===== config.mk =====
export PLATFORM = sky130hd
export DESIGN_NAME = led_arbiter
export DESIGN_NICKNAME = d
export VERILOG_FILES = /design/src/rtl/led_arbiter.sv
export SDC_FILE = /design/constraint.sdc
export NUM_CORES = 1
export LEC_CHECK = 0
export ABC_AREA = 1
export BUFFER_PORTS_ARGS = -buffer_cell sky130_fd_sc_hd__clkbuf_2
export CAP_MARGIN = 30
export CORE_MARGIN = 2
export CORE_UTILIZATION = 40
export DETAILED_ROUTE_END_ITERATION = 6
export GPL_TIMING_DRIVEN = 0
export PLACE_DENSITY = 0.76
export SYNTH_ARGS = -nofsm -noshare
export SYNTH_HDL_FRONTEND = slang
export SYNTH_SLANG_ARGS = --single-unit

===== constraint.sdc =====
create_clock -name clk -period 1.7 [get_ports clk]
set_input_delay 0.085 -clock clk [delete_from_list [all_inputs] [get_ports clk]]
set_output_delay 0.085 -clock clk [all_outputs]
set_load 0.1 [all_outputs]

===== src/rtl/led_arbiter.sv =====
// led_arbiter: round-robin arbiter that lets one of N_REQ requesters drive an LED
// controller, waits for the controller to echo the pattern back, then acks or times out.
// Ports:
//   clk, rst_i                 : clock, asynchronous active-high reset
//   req_i, data_i              : per-requester request level and LED pattern
//   ack_o, err_o               : one-cycle completion / timeout pulse to the owner
//   busy_o, grant_o            : FSM not idle; index of current or last owner
//   led_en_o, led_data_o       : one-cycle enable and held pattern to the LED controller
//   led_cb_i                   : pattern echoed back by the LED controller
module led_arbiter #(
    parameter int N_REQ      = 4,
    parameter int DATA_WIDTH = 8,
    parameter int MIN_WAIT   = 3,
    parameter int TIMEOUT    = 16,
    localparam int GW        = (N_REQ > 1) ? $clog2(N_REQ) : 1
) (
    input  logic                        clk,
    input  logic                        rst_i,
    input  logic [N_REQ-1:0]            req_i,
    input  logic [N_REQ*DATA_WIDTH-1:0] data_i,
    output logic [N_REQ-1:0]            ack_o,
    output logic [N_REQ-1:0]            err_o,
    output logic                        busy_o,
    output logic [GW-1:0]               grant_o,
    output logic                        led_en_o,
    output logic [DATA_WIDTH-1:0]       led_data_o,
    input  logic [DATA_WIDTH-1:0]       led_cb_i
);

    localparam int CW = $clog2(TIMEOUT + 1);
    localparam logic [CW-1:0] MIN_C = CW'(MIN_WAIT);
    localparam logic [CW-1:0] TO_C  = CW'(TIMEOUT);

    typedef enum logic [1:0] {
        IDLE  = 2'd0,
        ISSUE = 2'd1,
        WAIT  = 2'd2,
        DONE  = 2'd3
    } state_t;

    state_t                  state, state_n;
    logic [CW-1:0]           cnt, cnt_n;
    logic [GW-1:0]           rr_r, rr_n;
    logic [GW-1:0]           grant_n;
    logic [DATA_WIDTH-1:0]   led_data_n;
    logic                    led_en_n;
    logic                    busy_n;
    logic [N_REQ-1:0]        ack_n, err_n;

    logic                    found;
    logic [GW-1:0]           winner;

    // Round-robin search: first set request at or above rr_r, wrapping to 0.
    always_comb begin
        int idx;
        found  = 1'b0;
        winner = '0;
        idx    = 0;
        for (int i = 0; i < N_REQ; i++) begin
            idx = int'(rr_r) + i;
            if (idx >= N_REQ) begin
                idx = idx - N_REQ;
            end
            if (!found && req_i[idx]) begin
                found  = 1'b1;
                winner = GW'(idx);
            end
        end
    end

    always_comb begin
        state_n    = state;
        cnt_n      = cnt;
        rr_n       = rr_r;
        grant_n    = grant_o;
        led_data_n = led_data_o;
        led_en_n   = 1'b0;
        ack_n      = '0;
        err_n      = '0;

        case (state)
            IDLE: begin
                if (found) begin
                    state_n    = ISSUE;
                    grant_n    = winner;
                    led_data_n = data_i[int'(winner)*DATA_WIDTH +: DATA_WIDTH];
                    led_en_n   = 1'b1;
                end
            end
            ISSUE: begin
                state_n = WAIT;
                cnt_n   = '0;
            end
            WAIT: begin
                // Early matches are ignored so a cleared callback cannot
                // falsely acknowledge an all-zero pattern. A match on the
                // final counted cycle still beats the timeout.
                if (cnt >= MIN_C && led_cb_i == led_data_o) begin
                    state_n        = DONE;
                    ack_n[grant_o] = 1'b1;
                end else if (cnt == TO_C) begin
                    state_n        = DONE;
                    err_n[grant_o] = 1'b1;
                end else begin
                    cnt_n = cnt + 1'b1;
                end
            end
            DONE: begin
                state_n = IDLE;
                rr_n    = (grant_o == GW'(N_REQ - 1)) ? '0 : grant_o + 1'b1;
            end
            default: begin
                state_n = IDLE;
            end
        endcase

        busy_n = (state_n != IDLE);
    end

    always_ff @(posedge clk or posedge rst_i) begin
        if (rst_i) begin
            state      <= IDLE;
            cnt        <= '0;
            rr_r       <= '0;
            grant_o    <= '0;
            led_data_o <= '0;
            led_en_o   <= 1'b0;
            ack_o      <= '0;
            err_o      <= '0;
            busy_o     <= 1'b0;
        end else begin
            state      <= state_n;
            cnt        <= cnt_n;
            rr_r       <= rr_n;
            grant_o    <= grant_n;
            led_data_o <= led_data_n;
            led_en_o   <= led_en_n;
            ack_o      <= ack_n;
            err_o      <= err_n;
            busy_o     <= busy_n;
        end
    end

endmodule


==> results of run 1 <==
[critical path, cell delays in order (launching register included)]
cell     delay (ns)
dfrtp_1        0.40
buf_6          0.15
inv_8          0.08
nand2_2        0.06
nand3_2        0.07
nand2_2        0.08
nor2_4         0.16
nand3_4        0.12
nand3_4        0.13
inv_4          0.06
buf_6          0.13
nand2_1        0.05
nand2_1        0.04
nand2_1        0.06
nand3_1        0.07
[flip-flops by register name, indices dropped and copies added, names as in the netlist]
signal      cells
ack_o           4
busy_o          1
cnt             5
err_o           4
grant_o         2
led_data_o      8
led_en_o        1
rr_r            2
state           2
[per-stage QoR]
stage	utilization (%)	setup WS (ns)	std cells
global placement	51.3	-0.139	405
floorplan	-	-0.00930	273
finish	57.7	-0.0732	427
global route	57.7	-0.246	427
CTS	56.8	-0.0697	424
detailed placement	51.6	-0.155	406
[cell type report]
cell class / instances / area [um^2]
clock inverters: 3 / 46.3
fillers: 439 / 2000
multi-input cells: 206 / 1160
plain buffers: 5 / 46.3
inverters: 32 / 130
well taps: 67 / 83.8
repair buffers: 80 / 449
flip-flops and latches: 29 / 746
clock buffers: 5 / 68.8
[routing by layer]
layer	wire, um	vias to the layer above
li1	-	1027
met4	76	0
met1	2010	833
met2	2240	49
met3	236	8
met5	0	-
[report_power, final]
| part | leakage [uW] | switching, uW | internal (uW) |
|---|---|---|---|
| Combinational | 0.00109 | 2960 | 1460 |
| Sequential | 0.000361 | 248 | 960 |
| Clock | 0.0000543 | 276 | 438 |
| Total | 0.00151 | 3480 | 2860 |
[synth_stat cells]
cell type,instances,area [um^2]
buf_2,1,5.00
nand2_1,111,417
clkbuf_1,2,7.51
nand3_1,25,125
inv_6,1,8.76
nand3_2,1,10.0
nand4_1,6,37.5
dfrtp_1,29,726
xor2_1,4,35.0
ha_1,11,138
nor2_4,1,11.3
inv_1,28,105
nand3b_1,2,15.0
nor3_1,8,40.0
or2_2,2,12.5
nor2_1,8,30.0
o21ai_0,7,35.0
inv_2,2,7.51
nor2_2,3,18.8
inv_4,1,6.26
a21oi_1,4,20.0
nand2_2,5,31.3
xnor2_1,6,52.6
buf_6,3,33.8
nand3_4,2,35.0
[path summary, 6_finish.rpt]
path,startpoint,endpoint,slack (ns),cells after the start
worst max-delay path,rr_r[0]$_DFFE_PP0N_,led_data_o[5]$_DFFE_PP0P_,-0.07,14
worst min-delay path,data_i[14],led_data_o[6]$_DFFE_PP0P_,0.09,5
worst max register to register,rr_r[0]$_DFFE_PP0N_,led_data_o[5]$_DFFE_PP0P_,-0.07,14
worst min register to register,led_data_o[4]$_DFFE_PP0P_,led_data_o[4]$_DFFE_PP0P_,0.55,2
max in group asynchronous,rst_i,led_data_o[1]$_DFFE_PP0P_,0.82,4
min in group asynchronous,rst_i,cnt[4]$_DFFE_PP0P_,0.38,3
[what timing repair did]
action | 4_1_cts | 5_1_grt
endpoints found under the setup margin | 20 | 21
cloned | 2 | 0
setup buffers | 7 | 4
endpoints found under the hold margin | 14 | 0
hold buffers | 1 | 0
pin swaps | 7 | 4
resized for setup | 20 | 10
[kinds of logic (layout without fill, tap and decap cells)]
family                     after synthesis  after routing
xor gates and xnor gates                10             10
DFF                                     29             29
adders and majority gates               11             11
AOI/OAI and AO/OA                       11             11
buffers and inverters                   38            125
and+or+nand+nor                        174            174
==> results.md, run 1 <==
- Vias in the first global route: 1839
- Most common cell after layout, fill and taps aside: nand2_1
- Wire length per cell: 10.7 um
- Setup violators final: 8
- Leak Pwr: 0.00151 uW
- Yosys Warn Count: 0
- Synthesized area: 1960 um^2
- Rows: 25
- DRT iter0 DRCs: 44
- Syn avg cell area: 7.19 um^2
- Register bit total from synthesis: 29
- CTS tree: done
- Hold_ws: 0.0948 ns
- Ant. Diodes: 0
- Worst Max-Slew Pin Slew: 0.562 ns
- Worst EP required: 1.87 ns
- Clock skew: 0.00783 ns
- First-pass GRT wire length: 7560 um
- Largest net degree at the start of global routing: 16
- Htree depth: 2
- Area growth, synth to finish: 38.9%
- Worst setup margin: -0.0732 ns
- Largest family of logic cells by synthesized area: simple AND/OR/NAND/NOR gates
- Final nets: 416
- Multiplexer share of the synthesized area: 0%
- Die area: 5480 um^2
- Post-DRT Antenna Nets: 0
- Clock latency on the worst-skew pair: 0.28 ns
- Met1 Usage GRT: 20.6%
- FMAX: 0.564 GHz
- Overall Power: 6340 uW
- Initial antenna violation count: 0
- Post-Synth Adder-Cell Area: 7.01%
- Clk buf depth: 2
- Drt total wl: 4550 um
- Critical path type: reg -> reg
- Slew Limit Headroom: 62.5%
- GRT Total Usage: 17.6%
- Routability Congestion: 0.925
- Min-delay worst type: in -> reg
- Max cap viols: 0
- Met3 usage: 4.20%
- CP arrival: 1.95 ns
- Sequential fraction of the synthesis area: 37.0%
- Clk sinks: 29
- Netlist cell types: 25
- Number of CTS-inserted buffers: 5
- Layout cell share with drive strength beyond 1: 38.3%
- Post-synthesis net count: 330
- DRC: 0
- I/O pins: 66
- Via/cell ratio: 4.49
- Detailed Place HPWL: 3450 um
- CP Launch Type: flip-flop
- I/O Buffers: 65
- Most frequent cells in the layout: 100 x nand2_1, 66 x clkbuf_2, 27 x inv_1
- Core area: 4720 um^2
- Die H: 74.1 um
- IR drop worst, VDD: 1.18 mV
- Placed Area: 2440 um^2
- Final hold vios: 0
- RSZ-0062 raised after global routing: yes
- Compound-Gate Fraction of Synth Area: 2.80%
- Failing checks: setup timing
- Status: complete, but fails checks
- Synth Area in XOR/XNOR: 4.46%
- Clk root buf: clkbuf_8
- Design area: 2730 um^2
- Die W: 74.1 um
- Syn Inst Count: 273
- Period minus WS final: 1.77 ns
- Initial Util: 41.6%
- M2 GR Usage: 30.7%
- Pwr/cell area: 2330 nW/um^2
- Worst Setup End Kind: flip-flop
- GR peak layer: met2
- Total grt overflow: 0
- Synth Area in Simple Gates: 39.9%
- First-pass DRT Iterations: 4
- Slew Viols, Final: 0
- Maximum fanout along the worst path: 10
- Setup Total Neg Slack: -0.496 ns
- Final period util: 104%
- Vias after detailed routing: 1917
- Clock slew seen by the registers of the worst setup and hold paths: 0.07 ns
Note: power is estimated with default switching activity, not from simulation.
==> run 2, diff against run 1 <==
Settings changed: CORE_UTILIZATION 40 to 30, CTS_BUF_LIST set to sky130_fd_sc_hd__clkbuf_8, PLACE_DENSITY 0.76 to unset, PLACE_DENSITY_LB_ADDON set to 0.08.
==> results.md, run 2 (synthesis gave the netlist of run 1 again) <==
- Worst Setup End Kind: flip-flop
- Max cap viols: 0
- Total grt overflow: 0
- Pre-CTS setup slack: -0.208 ns
- Clock power share: 8.6%
- Fillers: 645
- Leak Pwr: 0.00158 uW
- Htree depth: 2
- Pwr/cell area: 2280 nW/um^2
- Post-DRT Antenna Nets: 0
- Layout cell share with drive strength beyond 1: 45.8%
- Die W: 84.9 um
- Detailed Place HPWL: 3850 um
- RSZ-0062 raised after global routing: yes
- CTS tree: done
- CP Launch Type: flip-flop
- Final nets: 421
- Clock latency on the worst-skew pair: 0.27 ns
- Most common cell after layout, fill and taps aside: nand2_1
- IR drop worst, VDD: 1.09 mV
- Design area: 2890 um^2
- Wire length per cell: 11.8 um
- I/O Buffers: 65
- Number of CTS-inserted buffers: 5
- Int Pwr: 2890 uW
- Comb pwr share: 73.5%
- Initial Util: 30.9%
- Setup violators final: 10
- First-pass GRT wire length: 8670 um
- DRT iter0 DRCs: 61
- Clock skew: 0.00582 ns
- FMAX: 0.551 GHz
- Failing checks: setup timing
- CP arrival: 1.98 ns
- Switching share of power: 56.1%
- Slew Limit Headroom: 60.0%
- Max reg flops: 8
- Final period util: 107%
- Largest net degree at the start of global routing: 17
- Core area: 6350 um^2
- Ant. Diodes: 0
- Via/cell ratio: 4.48
- Reg area: 744 um^2
- Initial antenna violation count: 0
- Maximum fanout along the worst path: 7
- Worst Max-Slew Pin Slew: 0.600 ns
- I/O pins: 66
- Worst EP required: 1.86 ns
- Placed Area: 2460 um^2
- Routability Congestion: 0.738
- Drt total wl: 5210 um
- Largest regs: led_data_o x8, cnt x5
- Most frequent cells in the layout: 80 x nand2_1, 66 x clkbuf_2, 27 x inv_1
- Area growth, synth to finish: 47.4%
- Period minus WS final: 1.82 ns
- Util after Layout: 45.6%
- First-pass DRT Iterations: 4
- DRC: 0
- Critical path type: reg -> reg
- Register share of total power: 17.9%
- Die area: 7210 um^2
- Clock slew seen by the registers of the worst setup and hold paths: 0.06 ns
- GRT Total Usage: 14.8%
- Slew Viols, Final: 0
- Vias in the first global route: 1898
- Rows: 29
- Worst setup margin: -0.116 ns
- Clk sinks: 29
- Min-delay worst type: in -> reg
- Clk buf depth: 2
- Clk root buf: clkbuf_8
- Die H: 84.9 um
- Final hold vios: 0
- Multi-input gate area: 1280 um^2
- Biggest register: led_data_o
- Status: complete, but fails checks
- P_sw: 3700 uW
- Vias after detailed routing: 1979
[run 2: changes by cell type in the layout (fill, tap and decap cells not counted), moves of 3 or more]
cell,before,now
buf_4,12,16
nor3_2,0,3
nand2_1,100,80
nand2_4,3,10
nand2_2,13,25
nor3_1,8,5
[run 2: what timing repair did]
item	CTS	global route
pin swaps	12	21
hold endpoints to repair	13	0
hold buffers	1	0
cloned	3	0
setup endpoints to repair	19	21
gates resized for setup	21	48
setup buffers	8	7
[run 2: critical path, cell delays in order (launching register included)]
cell,delay [ns]
dfrtp_1,0.40
buf_6,0.16
inv_8,0.08
nand2_1,0.06
nand2_2,0.07
nand2_1,0.07
nand2_2,0.09
nand2_4,0.06
nand2_2,0.07
nand2_4,0.06
nand3_4,0.13
inv_4,0.07
buf_6,0.13
nand2_2,0.05
nand2_1,0.05
nand2_1,0.08
nand3_1,0.07
[run 2: cell type report]
cell class,count,area share [%]
clock buffer,6,2.85
clock inverter,2,0.260
timing repair inverter,1,0.303
buffer,5,1.73
inverter,32,4.50
tap,77,3.33
sequential,29,25.7
timing repair buffer,84,17.1
multi-input combinational,206,44.2
[run 2: routing by layer]
layer	vias up	track usage [%]	share of wire (%)
li1	1040	-	-
met1	894	20.3	46
met2	40	24.1	49
met3	5	2.14	3.4
met4	0	4.76	1.2
met5	-	0	0
[run 2: final timing paths]
check / to / slack (ns) / startpoint / depth (start not counted)
min: led_data_o[5]$_DFFE_PP0P_ / 0.11 / data_i[13] / 5
min in group asynchronous: cnt[1]$_DFFE_PP0P_ / 0.41 / rst_i / 3
max in group asynchronous: led_data_o[1]$_DFFE_PP0P_ / 0.79 / rst_i / 4
max: led_data_o[5]$_DFFE_PP0P_ / -0.12 / rr_r[0]$_DFFE_PP0N_ / 16
max reg2reg: led_data_o[5]$_DFFE_PP0P_ / -0.12 / rr_r[0]$_DFFE_PP0N_ / 16
min reg2reg: led_data_o[4]$_DFFE_PP0P_ / 0.53 / led_data_o[4]$_DFFE_PP0P_ / 2
[run 2: metrics by stage]
stage          hold slack, ns  TNS, ns  power (uW)  instances
5_1_grt                 0.106    -2.13        7190        442
6_report                0.109   -0.656        6600        442
2_1_floorplan           0.163  -0.0107        4330        273
3_3_place_gp            0.388    -1.88        5080        415
4_1_cts                0.0964   -0.944        6120        436
3_5_place_dp            0.176    -1.98        5110        416
[run 2: power by group through the flow]
stage,clock (uW),combinational [uW],sequential (uW)
floorplan,0,2220,2110
global placement,0,3880,1200
detailed placement,0,3910,1190
CTS,596,4340,1180
global route,640,5340,1220
finish,570,4850,1180
